`src/rtl/cache_mem_arbiter_pkg.sv`:
```
// Shared definitions for the cache/memory port arbiter: default widths,
// owner encoding and the burst FSM state type.
package cache_mem_arbiter_pkg;

    localparam int ADDR_W_DEF = 32;
    localparam int DATA_W_DEF = 32;
    localparam int LEN_W_DEF  = 8;

    localparam logic OWN_I = 1'b0;
    localparam logic OWN_D = 1'b1;

    typedef enum logic [2:0] {
        ST_IDLE  = 3'd0,
        ST_ADDR  = 3'd1,
        ST_RDATA = 3'd2,
        ST_WDATA = 3'd3,
        ST_WRESP = 3'd4
    } arb_state_e;

endpackage

```
`src/rtl/cache_mem_arbiter_if.sv`:
```
// Bundles the I-cache, D-cache and external memory signals of the arbiter.
// The master modport is the arbiter's view; slave is the surrounding system.
interface cache_mem_arbiter_if #(
    parameter int ADDR_W = 32,
    parameter int DATA_W = 32,
    parameter int LEN_W  = 8
);
    logic              i_req;
    logic [ADDR_W-1:0] i_addr;
    logic [LEN_W-1:0]  i_len;
    logic [DATA_W-1:0] i_rdata;
    logic              i_rvalid;
    logic              i_done;
    logic              i_busy;

    logic              d_req;
    logic              d_we;
    logic [ADDR_W-1:0] d_addr;
    logic [LEN_W-1:0]  d_len;
    logic [DATA_W-1:0] d_wdata;
    logic              d_wnext;
    logic [DATA_W-1:0] d_rdata;
    logic              d_rvalid;
    logic              d_done;
    logic              d_busy;

    logic              mem_req;
    logic              mem_we;
    logic [ADDR_W-1:0] mem_addr;
    logic [LEN_W-1:0]  mem_len;
    logic              mem_addr_ok;
    logic [DATA_W-1:0] mem_rdata;
    logic              mem_rvalid;
    logic              mem_rlast;
    logic [DATA_W-1:0] mem_wdata;
    logic              mem_wvalid;
    logic              mem_wlast;
    logic              mem_wready;
    logic              mem_bvalid;

    modport master (
        input  i_req, i_addr, i_len,
        output i_rdata, i_rvalid, i_done, i_busy,
        input  d_req, d_we, d_addr, d_len, d_wdata,
        output d_wnext, d_rdata, d_rvalid, d_done, d_busy,
        output mem_req, mem_we, mem_addr, mem_len,
        input  mem_addr_ok, mem_rdata, mem_rvalid, mem_rlast,
        output mem_wdata, mem_wvalid, mem_wlast,
        input  mem_wready, mem_bvalid
    );

    modport slave (
        output i_req, i_addr, i_len,
        input  i_rdata, i_rvalid, i_done, i_busy,
        output d_req, d_we, d_addr, d_len, d_wdata,
        input  d_wnext, d_rdata, d_rvalid, d_done, d_busy,
        input  mem_req, mem_we, mem_addr, mem_len,
        output mem_addr_ok, mem_rdata, mem_rvalid, mem_rlast,
        input  mem_wdata, mem_wvalid, mem_wlast,
        output mem_wready, mem_bvalid
    );
endinterface

```
`src/rtl/cache_mem_arbiter_rr_grant2.sv`:
```
// Two-way round-robin picker: a lone request wins outright, a tie goes to the
// side that did not win last time. The winner is remembered only when i_en is high.
module rr_grant2
    import cache_mem_arbiter_pkg::*;
(
    input  logic       clk,
    input  logic       resetn,
    input  logic [1:0] i_req,
    input  logic       i_en,
    output logic       o_valid,
    output logic       o_owner
);
    logic r_last;

    // Pick the winner from the current request pair.
    always_comb begin
        o_valid = |i_req;
        case (i_req)
            2'b01:   o_owner = OWN_I;
            2'b10:   o_owner = OWN_D;
            2'b11:   o_owner = ~r_last;
            default: o_owner = OWN_I;
        endcase
    end

    // Remember the last winner; reset favours I on the first tie.
    always_ff @(posedge clk or negedge resetn) begin
        if (!resetn) begin
            r_last <= OWN_D;
        end else if (i_en && o_valid) begin
            r_last <= o_owner;
        end else begin
            r_last <= r_last;
        end
    end
endmodule

```
`src/rtl/cache_mem_arbiter.sv`:
```
// Shares the external memory port between I-cache refills and D-cache
// accesses, holding one owner for a whole address + data burst.
module cache_mem_arbiter
    import cache_mem_arbiter_pkg::*;
#(
    parameter int ADDR_W = ADDR_W_DEF,
    parameter int DATA_W = DATA_W_DEF,
    parameter int LEN_W  = LEN_W_DEF
) (
    input  logic                 clk,
    input  logic                 resetn,
    cache_mem_arbiter_if.master  bus
);
    arb_state_e        r_state;
    arb_state_e        w_state_nxt;
    logic              r_owner;
    logic              r_we;
    logic [ADDR_W-1:0] r_addr;
    logic [LEN_W-1:0]  r_len;
    logic [LEN_W-1:0]  r_cnt;

    logic w_gnt_valid;
    logic w_gnt_owner;
    logic w_grant;
    logic w_rbeat;
    logic w_rdone;
    logic w_wbeat;
    logic w_wlast;
    logic w_bdone;

    rr_grant2 u_rr_grant2 (
        .clk     (clk),
        .resetn  (resetn),
        .i_req   ({bus.d_req, bus.i_req}),
        .i_en    (r_state == ST_IDLE),
        .o_valid (w_gnt_valid),
        .o_owner (w_gnt_owner)
    );

    assign w_grant = (r_state == ST_IDLE) && w_gnt_valid;
    assign w_rbeat = (r_state == ST_RDATA) && bus.mem_rvalid;
    assign w_rdone = w_rbeat && bus.mem_rlast;
    assign w_wlast = (r_cnt == r_len);
    assign w_wbeat = (r_state == ST_WDATA) && bus.mem_wready;
    assign w_bdone = (r_state == ST_WRESP) && bus.mem_bvalid;

    // Burst FSM state register.
    always_ff @(posedge clk or negedge resetn) begin
        if (!resetn) begin
            r_state <= ST_IDLE;
        end else begin
            r_state <= w_state_nxt;
        end
    end

    // Next-state decode.
    always_comb begin
        w_state_nxt = r_state;
        case (r_state)
            ST_IDLE:  w_state_nxt = w_gnt_valid ? ST_ADDR : ST_IDLE;
            ST_ADDR:  w_state_nxt = bus.mem_addr_ok ? (r_we ? ST_WDATA : ST_RDATA) : ST_ADDR;
            ST_RDATA: w_state_nxt = w_rdone ? ST_IDLE : ST_RDATA;
            ST_WDATA: w_state_nxt = (w_wbeat && w_wlast) ? ST_WRESP : ST_WDATA;
            ST_WRESP: w_state_nxt = w_bdone ? ST_IDLE : ST_WRESP;
            default:  w_state_nxt = ST_IDLE;
        endcase
    end

    // Grant latches and beat counter; rlast terminates even if the count disagrees.
    always_ff @(posedge clk or negedge resetn) begin
        if (!resetn) begin
            r_owner <= OWN_I;
            r_we    <= 1'b0;
            r_addr  <= {ADDR_W{1'b0}};
            r_len   <= {LEN_W{1'b0}};
            r_cnt   <= {LEN_W{1'b0}};
        end else if (w_grant) begin
            r_owner <= w_gnt_owner;
            r_we    <= (w_gnt_owner == OWN_D) ? bus.d_we : 1'b0;
            r_addr  <= (w_gnt_owner == OWN_D) ? bus.d_addr : bus.i_addr;
            r_len   <= (w_gnt_owner == OWN_D) ? bus.d_len : bus.i_len;
            r_cnt   <= {LEN_W{1'b0}};
        end else if (w_rbeat || (w_wbeat && !w_wlast)) begin
            r_cnt   <= r_cnt + {{(LEN_W-1){1'b0}}, 1'b1};
        end else begin
            r_cnt   <= r_cnt;
        end
    end

    // Output decode: read data goes only to the owner, write data only from D.
    always_comb begin
        bus.i_rdata    = {DATA_W{1'b0}};
        bus.i_rvalid   = 1'b0;
        bus.i_done     = 1'b0;
        bus.d_rdata    = {DATA_W{1'b0}};
        bus.d_rvalid   = 1'b0;
        bus.d_done     = 1'b0;
        bus.d_wnext    = 1'b0;
        bus.mem_req    = 1'b0;
        bus.mem_we     = r_we;
        bus.mem_addr   = r_addr;
        bus.mem_len    = r_len;
        bus.mem_wdata  = {DATA_W{1'b0}};
        bus.mem_wvalid = 1'b0;
        bus.mem_wlast  = 1'b0;
        case (r_state)
            ST_ADDR: bus.mem_req = 1'b1;
            ST_RDATA: begin
                if (r_owner == OWN_D) begin
                    bus.d_rdata  = bus.mem_rdata;
                    bus.d_rvalid = bus.mem_rvalid;
                    bus.d_done   = w_rdone;
                end else begin
                    bus.i_rdata  = bus.mem_rdata;
                    bus.i_rvalid = bus.mem_rvalid;
                    bus.i_done   = w_rdone;
                end
            end
            ST_WDATA: begin
                bus.mem_wdata  = bus.d_wdata;
                bus.mem_wvalid = 1'b1;
                bus.mem_wlast  = w_wlast;
                bus.d_wnext    = bus.mem_wready;
            end
            ST_WRESP: bus.d_done = bus.mem_bvalid;
            default:  bus.mem_req = 1'b0;
        endcase
        bus.i_busy = bus.i_req && !bus.i_done;
        bus.d_busy = bus.d_req && !bus.d_done;
    end
endmodule

```
`src/flat_wrapper.sv`:
```
// flat-port wrapper written by rule: the top's interface ports become plain ports
module cache_mem_arbiter_flat import cache_mem_arbiter_pkg::*;
#(
    parameter int ADDR_W = ADDR_W_DEF,
    parameter int DATA_W = DATA_W_DEF,
    parameter int LEN_W  = LEN_W_DEF
)
  (clk, resetn, bus_i_req, bus_i_addr, bus_i_len, bus_i_rdata, bus_i_rvalid, bus_i_done, bus_i_busy, bus_d_req, bus_d_we, bus_d_addr, bus_d_len, bus_d_wdata, bus_d_wnext, bus_d_rdata, bus_d_rvalid, bus_d_done, bus_d_busy, bus_mem_req, bus_mem_we, bus_mem_addr, bus_mem_len, bus_mem_addr_ok, bus_mem_rdata, bus_mem_rvalid, bus_mem_rlast, bus_mem_wdata, bus_mem_wvalid, bus_mem_wlast, bus_mem_wready, bus_mem_bvalid);
  cache_mem_arbiter_if #(.ADDR_W(ADDR_W), .DATA_W(DATA_W), .LEN_W(LEN_W)) bus_i ();
  input  logic clk;
  input  logic resetn;
  input wire logic [$bits(bus_i.i_req)-1:0] bus_i_req;
  input wire logic [$bits(bus_i.i_addr)-1:0] bus_i_addr;
  input wire logic [$bits(bus_i.i_len)-1:0] bus_i_len;
  output wire logic [$bits(bus_i.i_rdata)-1:0] bus_i_rdata;
  output wire logic [$bits(bus_i.i_rvalid)-1:0] bus_i_rvalid;
  output wire logic [$bits(bus_i.i_done)-1:0] bus_i_done;
  output wire logic [$bits(bus_i.i_busy)-1:0] bus_i_busy;
  input wire logic [$bits(bus_i.d_req)-1:0] bus_d_req;
  input wire logic [$bits(bus_i.d_we)-1:0] bus_d_we;
  input wire logic [$bits(bus_i.d_addr)-1:0] bus_d_addr;
  input wire logic [$bits(bus_i.d_len)-1:0] bus_d_len;
  input wire logic [$bits(bus_i.d_wdata)-1:0] bus_d_wdata;
  output wire logic [$bits(bus_i.d_wnext)-1:0] bus_d_wnext;
  output wire logic [$bits(bus_i.d_rdata)-1:0] bus_d_rdata;
  output wire logic [$bits(bus_i.d_rvalid)-1:0] bus_d_rvalid;
  output wire logic [$bits(bus_i.d_done)-1:0] bus_d_done;
  output wire logic [$bits(bus_i.d_busy)-1:0] bus_d_busy;
  output wire logic [$bits(bus_i.mem_req)-1:0] bus_mem_req;
  output wire logic [$bits(bus_i.mem_we)-1:0] bus_mem_we;
  output wire logic [$bits(bus_i.mem_addr)-1:0] bus_mem_addr;
  output wire logic [$bits(bus_i.mem_len)-1:0] bus_mem_len;
  input wire logic [$bits(bus_i.mem_addr_ok)-1:0] bus_mem_addr_ok;
  input wire logic [$bits(bus_i.mem_rdata)-1:0] bus_mem_rdata;
  input wire logic [$bits(bus_i.mem_rvalid)-1:0] bus_mem_rvalid;
  input wire logic [$bits(bus_i.mem_rlast)-1:0] bus_mem_rlast;
  output wire logic [$bits(bus_i.mem_wdata)-1:0] bus_mem_wdata;
  output wire logic [$bits(bus_i.mem_wvalid)-1:0] bus_mem_wvalid;
  output wire logic [$bits(bus_i.mem_wlast)-1:0] bus_mem_wlast;
  input wire logic [$bits(bus_i.mem_wready)-1:0] bus_mem_wready;
  input wire logic [$bits(bus_i.mem_bvalid)-1:0] bus_mem_bvalid;
  assign bus_i.i_req = bus_i_req;
  assign bus_i.i_addr = bus_i_addr;
  assign bus_i.i_len = bus_i_len;
  assign bus_i_rdata = bus_i.i_rdata;
  assign bus_i_rvalid = bus_i.i_rvalid;
  assign bus_i_done = bus_i.i_done;
  assign bus_i_busy = bus_i.i_busy;
  assign bus_i.d_req = bus_d_req;
  assign bus_i.d_we = bus_d_we;
  assign bus_i.d_addr = bus_d_addr;
  assign bus_i.d_len = bus_d_len;
  assign bus_i.d_wdata = bus_d_wdata;
  assign bus_d_wnext = bus_i.d_wnext;
  assign bus_d_rdata = bus_i.d_rdata;
  assign bus_d_rvalid = bus_i.d_rvalid;
  assign bus_d_done = bus_i.d_done;
  assign bus_d_busy = bus_i.d_busy;
  assign bus_mem_req = bus_i.mem_req;
  assign bus_mem_we = bus_i.mem_we;
  assign bus_mem_addr = bus_i.mem_addr;
  assign bus_mem_len = bus_i.mem_len;
  assign bus_i.mem_addr_ok = bus_mem_addr_ok;
  assign bus_i.mem_rdata = bus_mem_rdata;
  assign bus_i.mem_rvalid = bus_mem_rvalid;
  assign bus_i.mem_rlast = bus_mem_rlast;
  assign bus_mem_wdata = bus_i.mem_wdata;
  assign bus_mem_wvalid = bus_i.mem_wvalid;
  assign bus_mem_wlast = bus_i.mem_wlast;
  assign bus_i.mem_wready = bus_mem_wready;
  assign bus_i.mem_bvalid = bus_mem_bvalid;
  cache_mem_arbiter #(.ADDR_W(ADDR_W), .DATA_W(DATA_W), .LEN_W(LEN_W)) u_core (.clk(clk), .resetn(resetn), .bus(bus_i));
endmodule
```
`config.mk`:
```
export PLATFORM = sky130hd
export DESIGN_NAME = cache_mem_arbiter_flat
export DESIGN_NICKNAME = d
export VERILOG_FILES = /design/src/rtl/cache_mem_arbiter_pkg.sv /design/src/rtl/cache_mem_arbiter_if.sv /design/src/rtl/cache_mem_arbiter_rr_grant2.sv /design/src/rtl/cache_mem_arbiter.sv /design/src/flat_wrapper.sv
export SDC_FILE = /design/constraint.sdc
export NUM_CORES = 1
export LEC_CHECK = 0
export CORE_AREA = 2 2 116 118
export DETAILED_ROUTE_END_ITERATION = 12
export DIE_AREA = 0 0 118 120
export DONT_BUFFER_PORTS = 1
export GPL_ROUTABILITY_DRIVEN = 0
export SETUP_SLACK_MARGIN = 0.1
export SLEW_MARGIN = 40
export SYNTH_ARGS = -nofsm -noshare
export SYNTH_HDL_FRONTEND = slang
export SYNTH_SLANG_ARGS = --single-unit
```
`constraint.sdc`:
```
create_clock -name clk -period 1.85 [get_ports clk]
set_input_delay 0.2775 -clock clk [delete_from_list [all_inputs] [get_ports clk]]
set_output_delay 0.2775 -clock clk [all_outputs]
set_load 0.005 [all_outputs]
```
==> results.yml <==
routing:
  wirelength_um: 11800
  drt-initial-drc-count: 205
  dr.pass1.iters: 4
  vias: 3299
  drc: 0
  viasPerCell: 5.36
  drtAntennaViolNets: 0
  wl_per_cell_um: 19.2
setup_path:
  r2r_cells: 5
  crit_type: "flop to output pin"
  timing.rr.end: "u_core.r_cnt[4]"
  start_kind: "flop"
  crit_path_end: "bus_i_rdata[13]"
  startpoint: "u_core.r_state[2]"
  reg2reg_from: "u_core.r_state[0]"
  cp.required_ns: 1.57
  endpoint_kind: "output pin"
  critPathMaxFanout: 17
  regToRegSetupSlack_ns: 0.15
  crit_arrival_ns: 1.46
cells_and_area:
  syn_to_final_growth_pct: 18.9
  stdcell_count: 615
  layout-drive-gt1-share: 0.226
  fill_cells: 1292
  final_common_cell: "and2_1"
  final_cell_mix: "and2_1 (79), nand2_1 (46), o21ai_0 (43), dfrtp_1 (42), mux2i_1 (40)"
  nets: 592
  utilization: 0.346
global_routing:
  grt_pass1_vias: 3100
  grt_max_degree: 55
  antenna_found_initial: 2
  track_usage: 0.153
  gr-total-overflow: 0
  grt_pass1_wl_um: 17000
synthesis:
  synth-edff-count: 0
  ys_ff_latch: 54
  synthFlopType: "dfrtp_1"
  synth_largest_area_cell: "dfrtp_1"
  synth.net_count: 589
  netlist_area_um2: 3780
  synthTopCellsByArea: "dfrtp_1 (35%), and2_1 (17%), mux2i_1 (11%), o21ai_0 (5.7%), nand2_1 (4.7%)"
  synthCells: 434
  seq_area_frac_synth: 0.358
  ys_warn_count: 0
  async_reset_ff_frac: 1.00
  yosys.area.top_type_share: 0.351
  synth_area_per_cell_um2: 8.70
  ys_types: 53
clock_tree:
  tritoncts: "built"
  h-tree-depth: 2
  cts_max_path_buffers: 2
  cts.reportedPaths.clkPinSlew_ns: 0.07
  numCtsBuffers: 5
  cts_root_buf: "clkbuf_16"
  clock_sinks: 54
  clock_latency_ns: 0.30
timing:
  clock_skew_ns: 0.0113
  finalHoldViolations: 0
  rsz0062_at_grt: "yes"
  fin_tns_setup_ns: 0
  drv_slew: 0
  fin_crit_sh: 0.941
  slew_headroom: 0.665
  tightest_slew_ns: 0.500
  fmax_mhz: 575
  setup_violations: 0
  final.min_clock_period_ns: 1.74
die:
  die_y_um: 120
  design.die.area_um2: 14200
  fp-row-count: 42
  die_w_um: 118
  ios: 301
  core_area_um2: 13000
  initial_core_util: 0.291
pwr:
  powerDensity_nw_per_um2: 1530
  leakagePower_nw: 1.96
  ir_drop_v: 0.000589
placed_design:
  dp_hpwl_um: 9080
  dp.cells: 593
  io_buffer_count: 0
job:
  maxCapViolations: 0
worst_hold_path:
  hp-class: "input pin to flop"
status:
  outcome: "finished, final reports clean"
[Yosys cell counts, drive strengths merged, types with 2 or more instances]
master,instances
a21o,2
a311oi,3
a31oi,3
a41oi,3
and2,100
and3,2
and4,3
buf,22
clkbuf,15
dfrtp,53
inv,9
mux2i,40
nand2,47
nand3,12
nand3b,2
nand4,7
nor2,14
nor2b,3
nor3,5
o2111ai,4
o211ai,2
o21ai,45
o221ai,5
o41a,3
or2,2
or2b,2
or3,2
xnor2,8
[how the worst min path moves through the flow]
stage	startpoint	to	slack, ns	depth (start not counted)
after floorplan	resetn	u_core.bus.mem_addr[0]	-0.02	0
after global placement	resetn	u_core.bus.mem_len[3]	-0.01	0
after detailed placement	resetn	u_core.bus.mem_len[2]	-0.01	0
after CTS	bus_d_we	u_core.bus.mem_we	0.11	1
after global routing	bus_d_we	u_core.bus.mem_we	0.11	1
final	bus_d_we	u_core.bus.mem_we	0.12	1
[routing by layer]
layer  wire length, µm  vias up  GRT usage
met3              1210       18     0.0537
li1                  -     1490          -
met5                30        -          0
met1              4500     1582      0.188
met2              5850      205      0.254
met4               206        4     0.0414
[through the flow]
stage	worst slack [ns]	total power, mW	area [µm²]	hold WS [ns]
2_1_floorplan	0.192	4.54	3780	-0.0181
3_3_place_gp	0.128	5.17	4010	-0.0150
3_5_place_dp	0.0673	5.27	4010	-0.0149
4_1_cts	0.0757	6.48	4300	0.111
5_1_grt	0.0594	7.44	4490	0.108
6_report	0.110	6.88	4490	0.117
[state kept, by name (all words and copies together) (netlist names)]
name                       count
u_core.r_owner                 1
u_core.r_state                 3
u_core.bus.mem_addr           32
u_core.r_cnt                   8
u_core.u_rr_grant2.r_last      1
u_core.bus.mem_len             8
u_core.bus.mem_we              1
[kinds of logic after synthesis]
group / count (synthesis) / share of synthesized area
compound gates: 82 / 0.151
fa+ha+maj: 1 / 0.00331
simple gates: 203 / 0.299
xor+xnor: 8 / 0.0185
flops: 54 / 0.358
mux: 40 / 0.106
buf+inv: 46 / 0.0643
[cell type report]
type / instances / area (µm²) / area share
clock buffer: 7 / 143 / 0.0317
inverter: 9 / 38.8 / 0.00863
tap: 176 / 220 / 0.0490
sequential: 54 / 1370 / 0.304
timing repair buffer: 33 / 370 / 0.0824
multi-input combinational: 334 / 2340 / 0.522
antenna: 1 / 2.50 / 0.000557
clock inverter: 1 / 8.76 / 0.00195
[where the power goes]
group / leakage (nW) / internal (mW) / switching [mW]
Combinational: 1.24 / 1.68 / 1.86
Clock: 0.0745 / 0.545 / 0.432
Sequential: 0.646 / 1.75 / 0.615
Total: 1.96 / 3.97 / 2.90
[critical path, cell delays in order, from the launching register on]
cell	delay (ns)
dfrtp_2	0.46
nor2_4	0.16
nand2_2	0.08
nor2_4	0.13
buf_8	0.16
and2_1	0.18
[repair_timing]
action | 4_1_cts | 5_1_grt
pin swaps | 2 | 13
endpoints found under the hold margin | 54 | 0
setup buffers | 5 | 1
gates resized for setup | 20 | 39
setup endpoints to repair | 108 | 127
cloned | 2 | 3
hold buffers | 2 | 0
Power figures use the tool's default switching activity.
